$ cat src/rtl/trim_rx.sv
// rtl/trim_rx.sv - serial trim-code receiver: synchronizes ENCLK/DIN, shifts LSB-first bits,
// and closes a frame after GAP_CYCLES of ENCLK silence.
module trim_rx #(
   parameter int FRAME_BITS = 12,
   parameter int GAP_CYCLES = 60000000,
   parameter int GAP_W      = 26
) (
   input  logic                  CLK50,
   input  logic                  RST,
   input  logic                  ENCLK,
   input  logic                  DIN,
   output logic [FRAME_BITS-1:0] CODE,
   output logic                  CODE_VALID,
   output logic                  FRAME_ERR,
   output logic [7:0]            FRAME_CNT,
   output logic                  BUSY
);

   typedef enum logic [1:0] {IDLE, RECV, DONE} state_t;

   localparam logic [GAP_W-1:0] GAP_LAST = GAP_W'(GAP_CYCLES - 1);
   localparam logic [4:0]       FULL_CNT = 5'(FRAME_BITS);

   state_t                  state, state_nxt;
   logic                    enclk_s1, enclk_s2, enclk_d;
   logic                    din_s1, din_s2;
   logic [FRAME_BITS-1:0]   shift;
   logic [4:0]              bit_cnt;
   logic [GAP_W-1:0]        gap_cnt;
   logic                    bit_ev;
   logic                    expire;

   always_ff @(posedge CLK50 or posedge RST) begin
      if (RST) begin
         enclk_s1 <= 1'b0;
         enclk_s2 <= 1'b0;
         enclk_d  <= 1'b0;
         din_s1   <= 1'b0;
         din_s2   <= 1'b0;
      end else begin
         enclk_s1 <= ENCLK;
         enclk_s2 <= enclk_s1;
         enclk_d  <= enclk_s2;
         din_s1   <= DIN;
         din_s2   <= din_s1;
      end
   end

   assign bit_ev = enclk_s2 & ~enclk_d;
   assign expire = (gap_cnt == GAP_LAST);

   always_ff @(posedge CLK50 or posedge RST) begin
      if (RST) state <= IDLE;
      else     state <= state_nxt;
   end

   // A bit event always wins over gap expiry, including one landing in DONE.
   always_comb begin
      state_nxt = state;
      case (state)
         IDLE:    if (bit_ev) state_nxt = RECV;
         RECV:    if (!bit_ev && expire) state_nxt = DONE;
         DONE:    state_nxt = bit_ev ? RECV : IDLE;
         default: state_nxt = IDLE;
      endcase
   end

   always_comb begin
      BUSY = (state == RECV);
   end

   // Frame results are registered on the RECV->DONE edge so the pulses sit in the DONE cycle.
   always_ff @(posedge CLK50 or posedge RST) begin
      if (RST) begin
         shift      <= '0;
         bit_cnt    <= '0;
         gap_cnt    <= '0;
         CODE       <= '0;
         CODE_VALID <= 1'b0;
         FRAME_ERR  <= 1'b0;
         FRAME_CNT  <= '0;
      end else begin
         CODE_VALID <= 1'b0;
         FRAME_ERR  <= 1'b0;
         if (bit_ev) shift <= {din_s2, shift[FRAME_BITS-1:1]};
         case (state)
            IDLE: begin
               gap_cnt <= '0;
               if (bit_ev) bit_cnt <= 5'd1;
            end
            RECV: begin
               if (bit_ev) begin
                  gap_cnt <= '0;
                  if (bit_cnt != 5'd31) bit_cnt <= bit_cnt + 5'd1;
               end else begin
                  gap_cnt <= gap_cnt + 1'b1;
                  if (expire) begin
                     if (bit_cnt >= FULL_CNT) begin
                        CODE       <= shift;
                        CODE_VALID <= 1'b1;
                        FRAME_CNT  <= FRAME_CNT + 8'd1;
                     end else begin
                        FRAME_ERR  <= 1'b1;
                     end
                  end
               end
            end
            DONE: begin
               gap_cnt <= '0;
               bit_cnt <= bit_ev ? 5'd1 : 5'd0;
            end
            default: begin
               gap_cnt <= '0;
               bit_cnt <= '0;
            end
         endcase
      end
   end

endmodule

$ cat config.mk
export PLATFORM = sky130hd
export DESIGN_NAME = trim_rx
export DESIGN_NICKNAME = d
export VERILOG_FILES = /design/src/rtl/trim_rx.sv
export SDC_FILE = /design/constraint.sdc
export NUM_CORES = 1
export LEC_CHECK = 0
export CAP_MARGIN = 20
export CORE_MARGIN = 2
export CORE_UTILIZATION = 29
export CTS_BUF_LIST = sky130_fd_sc_hd__clkbuf_4 sky130_fd_sc_hd__clkbuf_8 sky130_fd_sc_hd__clkbuf_16
export DETAILED_ROUTE_END_ITERATION = 8
export PLACE_DENSITY_LB_ADDON = 0.25
export SYNTH_ARGS = -nofsm -noshare
export SYNTH_HDL_FRONTEND = slang
export SYNTH_SLANG_ARGS = --single-unit
$ cat constraint.sdc
create_clock -name CLK50 -period 8.75 [get_ports CLK50]
set_input_delay 0.875 -clock CLK50 [delete_from_list [all_inputs] [get_ports CLK50]]
set_output_delay 0.875 -clock CLK50 [all_outputs]
set_load 0.05 [all_outputs]
# Word level (Yosys, flattened, before mapping)
# Index checks and enable logic that the tools add are counted.
totals:
  reg_bits: 72
  latchBits: 0
  ramBits: 0
  rom_bits: 0
  inputBits: 4
  output_inout_bits: 23
  wordCells: 53
  memories: 0
op_classes:
  n_addsub: 3
  mul: 0
  div: 0
  n_lt_le_gt_ge: 1
  n_eq_ne: 8
  shift: 0
  n_mux: 19
  bitwise_logic: 3
  reduce_logical: 6
op_table:
  columns: ["op", "n"]
  rows:
  - ["2-to-1 mux 26 bit", 2]
  - ["adder 26 x 1 -> 26 bit (second input constant)", 1]
  - ["== test 26 bit (second input constant)", 1]
  - ["2-to-1 mux 5 bit", 3]
  - ["case mux 5 bit (3 select lines)", 1]
  - ["2-to-1 mux 1 bit", 10]
  - ["adder 8 x 1 -> 8 bit (second input constant)", 1]
  - ["!= test 2 x 1 -> 1 bit (second input constant)", 3]
  - ["case mux 2 bit (3 select lines)", 1]
  - ["adder 5 x 1 -> 5 bit (second input constant)", 1]
  - [">= comparator 5 x 4 -> 1 bit (second input constant)", 1]
  - ["!= test 5 bit (second input constant)", 1]
  - ["2-to-1 mux 2 bit", 2]
  - ["AND reduction 4 bit", 1]
  - ["AND reduction 3 bit", 1]
  - ["== test 2 x 1 -> 1 bit (second input constant)", 1]
  - ["== test 2 bit (second input constant)", 1]
  - ["logical NOT 2 bit", 1]
  - ["!= test 2 bit (second input constant)", 1]
  - ["NOT 1 bit", 2]
  - ["AND reduction 2 bit", 1]
  - ["AND 1 bit", 1]
  - ["logical AND 1 bit", 1]
  - ["logical NOT 1 bit", 1]

# Logic depth before layout (Yosys ltp)
# Gate-level depths: netlist (run 1).
logic_depth:
  depth_word: 6
  depth_mapped: 7

# Worst setup path after synthesis (run 1)
# No wires, ideal clock.
synth_timing:
  kind: "register to register"
  startpoint: "register gap_cnt[0]"
  endpoint: "register CODE[0]"
  setup_ns: 0.125
  t_arrival_ns: 2.658
  required_ns: 8.625
  slack_ns: 5.968
  path_stages_with_launch: 8
  period_less_slack_ns: 2.782
  cell_sequence: "dfrtp_1 ha_1 or4b_1 or4_1 buf_6 nor4b_4 buf_6 mux2_2"
synth_via:
  elab_chain_len: 2
synth_rtl:
  columns: ["element", "line_no", "text"]
  rows:
  - ["from (decl)", "29", "logic [GAP_W-1:0] gap_cnt;"]
  - ["from (signal assigned)", "96", "gap_cnt <= gap_cnt + 1'b1;"]
  - ["== test 26 bit", "50", "assign expire = (gap_cnt == GAP_LAST);"]
  - ["AND reduction 4 bit (no source line)", null, null]
  - ["to (signal assigned)", "99", "CODE <= shift;"]
  - ["to (decl)", "12", "output logic [FRAME_BITS-1:0] CODE,"]
# Every way passes these cells.
# A chain may end at the register's enable or synchronous reset.

# Worst setup path after layout (run 1)
layout_timing:
  startpoint: "register gap_cnt[0]"
  endpoint: "register CODE[4]"
# Same word-level chain as after synthesis.

==> flow_summary.ini, run 1 <==
[outcome]
outcome = finished, final reports clean

[placement]
dpl.cell_count = 466
gp_congestion = 0.741
hpwl_um = 4140
port_buffers = 26

[drt]
vias_per_cell = 4.77
wl_per_cell_um = 13.4
ant_nets = 0
drt_first_pass_iters = 4
via_count = 2300
first_iter_violations = 102
post-route-drc-count = 0
drt_wl_total_um = 6440

[sta]
grt_setup_unrepaired = false
drv_slew = 0
finalSetupTns_ns = 0
worstMarginPinSlew_ns = 1.02
slew_headroom_pct = 31.9
min_period_ns = 3.40
fin_crit_sh_pct = 38.9
finClkSkew_ns = 0.00677
hold_violations = 0
final.hold.worst_slack_ns = 0.351
setup_viol_count_final = 0
max_freq_mhz = 294

[power]
ir_drop_mv = 0.0951
leakage_nw = 1.74
powerDensity_nw_per_um2 = 213

[global_routing]
track_usage_pct = 11.4
grt_pass1_vias = 2346
antenna_found_initial = 0
grt_max_degree = 73
grt-ovfl-total = 0
grt_first_pass_wirelength_um = 11400

[logic_synthesis]
yosysUniqueCellTypes = 37
syn-cell-area_um2 = 3290
yosys-top-cells-area = dfrtp_1, nand2_1, mux2_2
ys_seq_elements = 72
syn_inst = 310
yosys_most_used_dff = dfrtp_1
synth-edff-count = 0
yosys_warnings = 0
synth_area_per_cell_um2 = 10.6
seq_area_frac_synth_pct = 54.8
ys_async_sr_fraction_pct = 100
yosysTopAreaCell = dfrtp_1
synth_top_area_share_pct = 54.8
syn_nets = 320

[clock_tree]
holdBufCountCts = 0
cts_inserted_buffers = 9
cts_sinks = 72
cts_resized = 0
clock_path_buffers = 2
clock_latency_ns = 0.33
htreeDepth = 3
cts-root-buf = clkbuf_16
cts_tree = done
cts_setup_buffers = 0
path_clk_slew_ns = 0.06

[floorplan]
die_y_um = 110
num_io_pins = 27
dieArea_um2 = 12200
core_area_um2 = 10900
die_w_um = 110
start_util_pct = 30.0
rows = 38

[setup_path]
worstPathRequired_ns = 8.96
cp.arrival_ns = 3.61
startpoint_type = flop
endpoint_kind = flop
path_class = reg -> reg
critPathMaxFanout = 15

[final_layout]
nets = 347
antenna-diode-count = 0
drive_gt1_share_pct = 11.7
seq_area_um2 = 1800
multi_input_area_um2 = 1390
instances_no_fill = 482
area_delta_synth_final_pct = 21.4
num-fill-cells = 1087

[flow_run]
cap_violations = 0

[hold_path]
hold_class = reg -> reg
==> cells in the mapped netlist (2+ instances only) <==
cell	count
a22o_1	2
dfrtp_1	72
or2_2	2
and2_1	4
and4_1	3
or3_2	2
clkbuf_1	10
nor2_1	16
o21ai_0	5
buf_6	2
xor2_1	9
and3_1	3
a21oi_1	14
nand3_1	13
xnor2_1	9
nand3_2	2
or4_1	12
nand4_1	6
nor4_1	9
or3_1	4
o31ai_1	10
ha_1	6
nand2b_1	2
nor3_1	6
a22oi_1	4
nor3b_1	2
inv_1	9
nor2b_1	2
nand2_1	49
mux2_2	14
==> cell families (layout without fill, tap and decap cells) <==
logic type	Yosys count	count (layout)	share of synthesized area [%]
fa+ha+maj	6	6	2.28
compound gates	37	37	7.05
buf+inv	21	53	2.86
mux	15	15	5.10
xor+xnor	18	18	4.80
simple gates	141	141	23.1
flops	72	72	54.8
==> worst paths after layout <==
kind / endpoint / slack [ns] / cells past startpoint / startpoint
max: CODE[4] / 5.35 / 5 / gap_cnt[0]
min: din_s2 / 0.35 / 0 / din_s1
max reg2reg: CODE[4] / 5.35 / 5 / gap_cnt[0]
min reg2reg: din_s2 / 0.35 / 0 / din_s1
max in group asynchronous: gap_cnt[21] / 7.02 / 3 / RST
min in group asynchronous: CODE[3] / 1.12 / 3 / RST
==> area by class of cell <==
cell class | count | area share [%]
sequential | 72 | 45.2
timing repair buffer | 28 | 6.90
inverter | 9 | 0.847
multi-input combinational | 217 | 34.9
clock buffer | 10 | 5.99
clock inverter | 6 | 1.82
tap | 140 | 4.39
==> placed cells by master (no fill, tap or decap), types with 2 or more instances in the layout <==
| cell | netlist | final |
|---|---|---|
| or2_2 | 2 | 2 |
| nand3_2 | 2 | 2 |
| a21oi_1 | 14 | 14 |
| xor2_1 | 9 | 9 |
| nand2_1 | 49 | 49 |
| or4_1 | 12 | 12 |
| xnor2_1 | 9 | 9 |
| and3_1 | 3 | 3 |
| o21ai_0 | 5 | 5 |
| mux2_2 | 14 | 14 |
| and4_1 | 3 | 3 |
| inv_1 | 9 | 8 |
| buf_4 | 0 | 2 |
| and2_1 | 4 | 4 |
| nand2b_1 | 2 | 2 |
| nor2b_1 | 2 | 2 |
| nand4_1 | 6 | 6 |
| a22o_1 | 2 | 2 |
| o31ai_1 | 10 | 10 |
| clkdlybuf4s50_1 | 0 | 26 |
| nor3b_1 | 2 | 2 |
| clkbuf_16 | 0 | 9 |
| a22oi_1 | 4 | 4 |
| nor2_1 | 16 | 16 |
| ha_1 | 6 | 6 |
| nand3_1 | 13 | 13 |
| nor3_1 | 6 | 6 |
| inv_6 | 0 | 3 |
| nor4_1 | 9 | 9 |
| or3_1 | 4 | 4 |
| or3_2 | 2 | 2 |
| dfrtp_1 | 72 | 72 |
==> registers in the layout (all words and copies together), names as in the netlist <==
register,flops
gap_cnt,26
CODE,12
shift,12
FRAME_CNT,8
bit_cnt,5
state,2
CODE_VALID,1
FRAME_ERR,1
din_s1,1
din_s2,1
enclk_d,1
enclk_s1,1
enclk_s2,1
==> critical path: stages, from the launching register on <==
cell,delay [ns]
dfrtp_1,0.42
ha_1,0.27
or4b_1,0.44
or4_1,0.76
nor4b_4,0.98
mux2_2,0.41
==> power breakdown <==
| group | internal (mW) | switching [mW] |
|---|---|---|
| combinational | 0.0394 | 0.0442 |
| sequential | 0.361 | 0.0290 |
| clock | 0.232 | 0.142 |
| total | 0.633 | 0.216 |
==> stage by stage <==
stage / cell area (µm²) / setup WS [ns] / util [%] / power, mW
2_1_floorplan: 3290 / 5.97 / - / 0.458
3_3_place_gp: 3680 / 5.39 / 33.6 / 0.479
3_5_place_dp: 3680 / 5.30 / 33.6 / 0.481
4_1_cts: 3990 / 5.28 / 36.5 / 0.865
5_1_grt: 3990 / 5.17 / 36.5 / 0.899
6_report: 3990 / 5.35 / 36.5 / 0.848
==> per-layer routing <==
metal	wire length (µm)	up-vias	GRT usage, %
li1	-	1149	-
met1	3210	1113	15.5
met2	2930	33	17.3
met3	223	5	3.29
met4	74	0	3.75
met5	0	-	0
(Power assumes the default switching activity.)
==> inputs of run 2 (changes only) <==
==> constraint.sdc (replaced) <==
create_clock -name CLK50 -period 2.87 [get_ports CLK50]
set_input_delay 0.287 -clock CLK50 [delete_from_list [all_inputs] [get_ports CLK50]]
set_output_delay 0.287 -clock CLK50 [all_outputs]
set_load 0.05 [all_outputs]
==> run 2 against run 1 <==
Via count grew 3.9%. Largest cell class unchanged. Clock-buffer cell count rose by 1. Sequential power rose to 3.1 times the previous value. Die area unchanged.
==> flow_summary.ini, run 2 (synthesized netlist as in run 1, its figures left out) <==
[sta]
fin_crit_sh_pct = 92.4
finClkSkew_ns = 0.00866
max_freq_mhz = 377
slew_headroom_pct = 46.9
min_period_ns = 2.65
setup_viol_count_final = 0
drv_slew = 0
finalSetupTns_ns = 0
hold_violations = 0
grt_setup_unrepaired = false
worstMarginPinSlew_ns = 0.795

[flow_run]
cap_violations = 0

[final_layout]
instances_no_fill = 486
reg_top3 = gap_cnt x26, CODE x12, shift x12
area_delta_synth_final_pct = 21.4
drive_gt1_share_pct = 12.7
layout_commonest_cell = dfrtp_1
nets = 352
largest_reg_flops = 26
num-fill-cells = 1102
antenna-diode-count = 0
final_cell_mix = dfrtp_1, nand2_1, clkdlybuf4s50_1, nor2_1
largest_register = gap_cnt

[floorplan]
num_io_pins = 27
start_util_pct = 30.0
rows = 38
die_y_um = 110
core_area_um2 = 10900
dieArea_um2 = 12200
die_w_um = 110

[setup_path]
r2r_slack_ns = 0.22
path_cells = ha_1 -> or4b_1 -> or4_1 -> nor4b_4 -> buf_12 -> mux2_2
critPathMaxFanout = 15
slowest_delay_ns = 0.61
cp.arrival_ns = 2.86
r2r_start = gap_cnt[0]
path_class = reg -> reg
cp_top_family = simple AND/OR/NAND/NOR gates
crit_buf_inv = 1
endpoint_kind = flop
rr_endpoint = CODE[8]
crit_path_top_delay_cell = or4_1
worstPathRequired_ns = 3.08
startpoint_type = flop
crit_path_start = gap_cnt[0]
r2r_cells = 6
path_depth = 6

[outcome]
outcome = finished, final reports clean

[drt]
vias_per_cell = 4.92
post-route-drc-count = 0
first_iter_violations = 93
wl_per_cell_um = 14.0
via_count = 2390
ant_nets = 0
drt_first_pass_iters = 4
drt_wl_total_um = 6800

[clock_tree]
cts_inserted_buffers = 9
holdBufCountCts = 0
cts_setup_buffers = 0
cts_resized = 0
cts_tree = done
path_clk_slew_ns = 0.05
cts_sinks = 72
htreeDepth = 3
clock_latency_ns = 0.33
cts-root-buf = clkbuf_16
clock_path_buffers = 2

[hold_path]
hold_class = reg -> reg
hp-start = enclk_s1
min_path_cells = 0
holdPathEnd = enclk_s2

[global_routing]
antenna_found_initial = 0
grt-busiest-layer = met2
track_usage_pct = 11.6
use_met1_pct = 16.2
grt_first_pass_wirelength_um = 11700
grt_pass1_vias = 2373
grt_max_degree = 40
grtUsageMet2_pct = 17.1
gr-usage-met3_pct = 2.52
grt-ovfl-total = 0

[power]
powerDensity_nw_per_um2 = 616
ir_drop_mv = 0.246
leakage_nw = 1.75

[placement]
dpl.cell_count = 471
gp_congestion = 0.714
port_buffers = 26
hpwl_um = 4440
-- run 2: changes by cell type in the layout (fill, tap and decap cells not counted), sizes merged --
| cell | before | now |
|---|---|---|
| buf | 2 | 7 |
| inv | 12 | 9 |
| clkinv | 1 | 3 |
| bufinv | 1 | 0 |
| clkbuf | 10 | 11 |
-- run 2: worst reg2reg max path, cell delays in order (launching register included) --
cell and delay, ns:
dfrtp_1 0.42, ha_1 0.19, or4b_1 0.42, or4_1 0.61, nor4b_4 0.36, buf_12 0.19, mux2_2 0.34
-- run 2: stage by stage --
stage	cell area, µm²	setup slack (ns)	utilization (%)	total power, mW	hold slack, ns
6_report	3990	0.218	36.5	2.46	0.349
5_1_grt	3990	0.106	36.5	2.59	0.359
4_1_cts	3990	0.192	36.5	2.49	0.352
3_5_place_dp	3730	0.225	34.1	1.48	0.343
3_3_place_gp	3730	0.248	34.1	1.47	0.338
2_1_floorplan	3290	0.0876	-	1.40	0.318
-- run 2: final cells by class --
type                            count  area (µm²)  area share (%)
Multi-Input combinational cell    217        1390            34.8
Tap cell                          140         175            4.39
Sequential cell                    72        1800            45.2
Clock buffer                       11         240            6.02
Inverter                            9        33.8           0.847
Timing Repair Buffer               33         325            8.16
Clock inverter                      4        22.5           0.565
-- run 2: report_power, final --
group	internal, mW	switching (mW)
clock	0.594	0.403
combinational	0.127	0.141
sequential	1.10	0.0891
total	1.82	0.634
-- run 2: worst max-delay path by stage --
stage | to | slack [ns]
finish | CODE[8] | 0.22
global route | CODE[10] | 0.11
CTS | CODE[8] | 0.19
detailed placement | CODE[8] | 0.23
global placement | CODE[3] | 0.25
floorplan | CODE[0] | 0.09
-- run 2: per-layer routing --
layer	wire length (µm)	up-vias
met1	3430	1166
met2	3050	49
met5	0	-
met3	213	12
li1	-	1163
met4	103	0
==> inputs of run 3 (changes only) <==
--- a/config.mk
+++ b/config.mk
@@ -11,6 +11,7 @@
 export CTS_BUF_LIST = sky130_fd_sc_hd__clkbuf_4 sky130_fd_sc_hd__clkbuf_8 sky130_fd_sc_hd__clkbuf_16
 export DETAILED_ROUTE_END_ITERATION = 8
 export PLACE_DENSITY_LB_ADDON = 0.25
+export REMOVE_ABC_BUFFERS = 1
 export SYNTH_ARGS = -nofsm -noshare
 export SYNTH_HDL_FRONTEND = slang
 export SYNTH_SLANG_ARGS = --single-unit
==> run 3 against run 2 <==
Routed wire length rose by 1.3%. Non-clock buffer count increased by 1. Clock skew down 0.0011 ns. First-iteration DRC count up 51%. Clock-buffer cell count is the same. Via count up 2.3%. Maximum frequency hardly changed. Clock power grew 11%. Critical path depth unchanged. Sequential share of layout area down 0.67 points. Critical path type unchanged. Critical endpoint is now CODE[5].
==> flow_summary.ini, run 3 (synthesized netlist as in run 1, its figures left out) <==
[clock_tree]
holdBufCountCts = 0
cts_resized = 0
cts_setup_buffers = 0
cts_sinks = 72
cts_inserted_buffers = 9
path_clk_slew_ns = 0.06
cts-root-buf = clkbuf_16
clock_latency_ns = 0.32
cts_tree = done
htreeDepth = 3
clock_path_buffers = 2

[drt]
post-route-drc-count = 0
vias_per_cell = 5.01
wl_per_cell_um = 14.1
drt_first_pass_iters = 6
first_iter_violations = 140
ant_nets = 0
drt_wl_total_um = 6890
via_count = 2444

[sta]
finalSetupTns_ns = 0
setup_viol_count_final = 0
worstMarginPinSlew_ns = 0.880
final_critical_path_setup_slack_ns = 0.216
finClkSkew_ns = 0.00754
min_period_ns = 2.65
slew_headroom_pct = 41.2
final.hold.worst_slack_ns = 0.346
grt_setup_unrepaired = false
max_freq_mhz = 377
drv_slew = 0
hold_violations = 0
fin_crit_sh_pct = 92.5

[global_routing]
grt-ovfl-total = 0
antenna_found_initial = 0
grt_first_pass_wirelength_um = 12000
track_usage_pct = 11.8
grt_max_degree = 43
grt_pass1_vias = 2428

[floorplan]
start_util_pct = 30.0
core_area_um2 = 10900
die_w_um = 110
die_y_um = 110
num_io_pins = 27
dieArea_um2 = 12200
rows = 38

[flow_run]
cap_violations = 0

[setup_path]
rr_endpoint = CODE[5]
startpoint_type = flop
worstPathRequired_ns = 3.08
crit_buf_inv = 1
r2r_cells = 6
critPathMaxFanout = 15
crit_path_top_delay_cell = or4_1
cp.arrival_ns = 2.86
path_class = reg -> reg
path_cells = ha_1 -> or4b_1 -> or4_1 -> nor4b_4 -> buf_12 -> mux2_2
cp_top_family = simple AND/OR/NAND/NOR gates
r2r_slack_ns = 0.22
r2r_start = gap_cnt[0]
slowest_delay_ns = 0.62
endpoint_kind = flop

[hold_path]
hold_class = reg -> reg
hp-start = enclk_s1
min_path_cells = 0
holdPathEnd = enclk_s2

[placement]
port_buffers = 26
gp_congestion = 0.751
hpwl_um = 4580
place_ws_ns = 0.207
dpl.cell_count = 472

[final_layout]
largest_reg_flops = 26
drive_gt1_share_pct = 13.2
layout_commonest_cell = dfrtp_1
final_cell_mix = dfrtp_1, nand2_1, clkdlybuf4s50_1, nor2_1
instances_no_fill = 488
antenna-diode-count = 0
reg_top3 = gap_cnt x26, CODE x12, shift x12
nets = 353
largest_register = gap_cnt
area_delta_synth_final_pct = 23.2

[outcome]
outcome = finished, final reports clean

[power]
powerDensity_nw_per_um2 = 635
leakage_nw = 1.77
ir_drop_mv = 0.374
p_total_mw = 2.57
## run 3: stage by stage
| stage | area (µm²) | util [%] |
|---|---|---|
| after floorplan | 3230 | - |
| after global placement | 3750 | 34.3 |
| after detailed placement | 3750 | 34.3 |
| after CTS | 4050 | 37.0 |
| after global routing | 4050 | 37.0 |
| final | 4050 | 37.0 |
## run 3: how the worst max path moves through the flow
stage                     startpoint  slack [ns]       end  cells after the start
after floorplan           gap_cnt[0]       -0.11   CODE[0]                      5
after global placement    gap_cnt[0]        0.28  CODE[11]                      6
after detailed placement  gap_cnt[0]        0.21   CODE[5]                      6
after CTS                 gap_cnt[0]        0.20   CODE[5]                      6
after global routing      gap_cnt[0]        0.09   CODE[3]                      6
final                     gap_cnt[0]        0.22   CODE[5]                      6
## run 3: cell type report
cell class / instances / area (µm²)
fillers: 1108 / 6890
well taps: 140 / 175
clock inverters: 5 / 56.3
clock buffers: 11 / 246
multi-input cells: 217 / 1390
repair buffers: 34 / 345
inverters: 9 / 33.8
flip-flops and latches: 72 / 1800
## run 3: power breakdown
| part | switching [mW] | internal, mW | leakage (nW) |
|---|---|---|---|
| sequential | 0.0889 | 1.10 | 0.962 |
| combinational | 0.141 | 0.126 | 0.664 |
| clock | 0.409 | 0.704 | 0.149 |
| total | 0.638 | 1.93 | 1.77 |
## run 3: worst reg2reg max path: cells and delay by family (launching register included)
kind / cells / cell delay, ns
mux: 1 / 0.34
simple gates: 3 / 1.39
fa+ha+maj: 1 / 0.19
buf+inv: 1 / 0.19
flops: 1 / 0.43
## run 3: metal layers
| metal | track usage [%] | share of wire [%] |
|---|---|---|
| met1 | 15.6 | 48 |
| met5 | 0 | 0 |
| met2 | 19.0 | 48 |
| met4 | 4.00 | 0.94 |
| met3 | 2.96 | 3.2 |
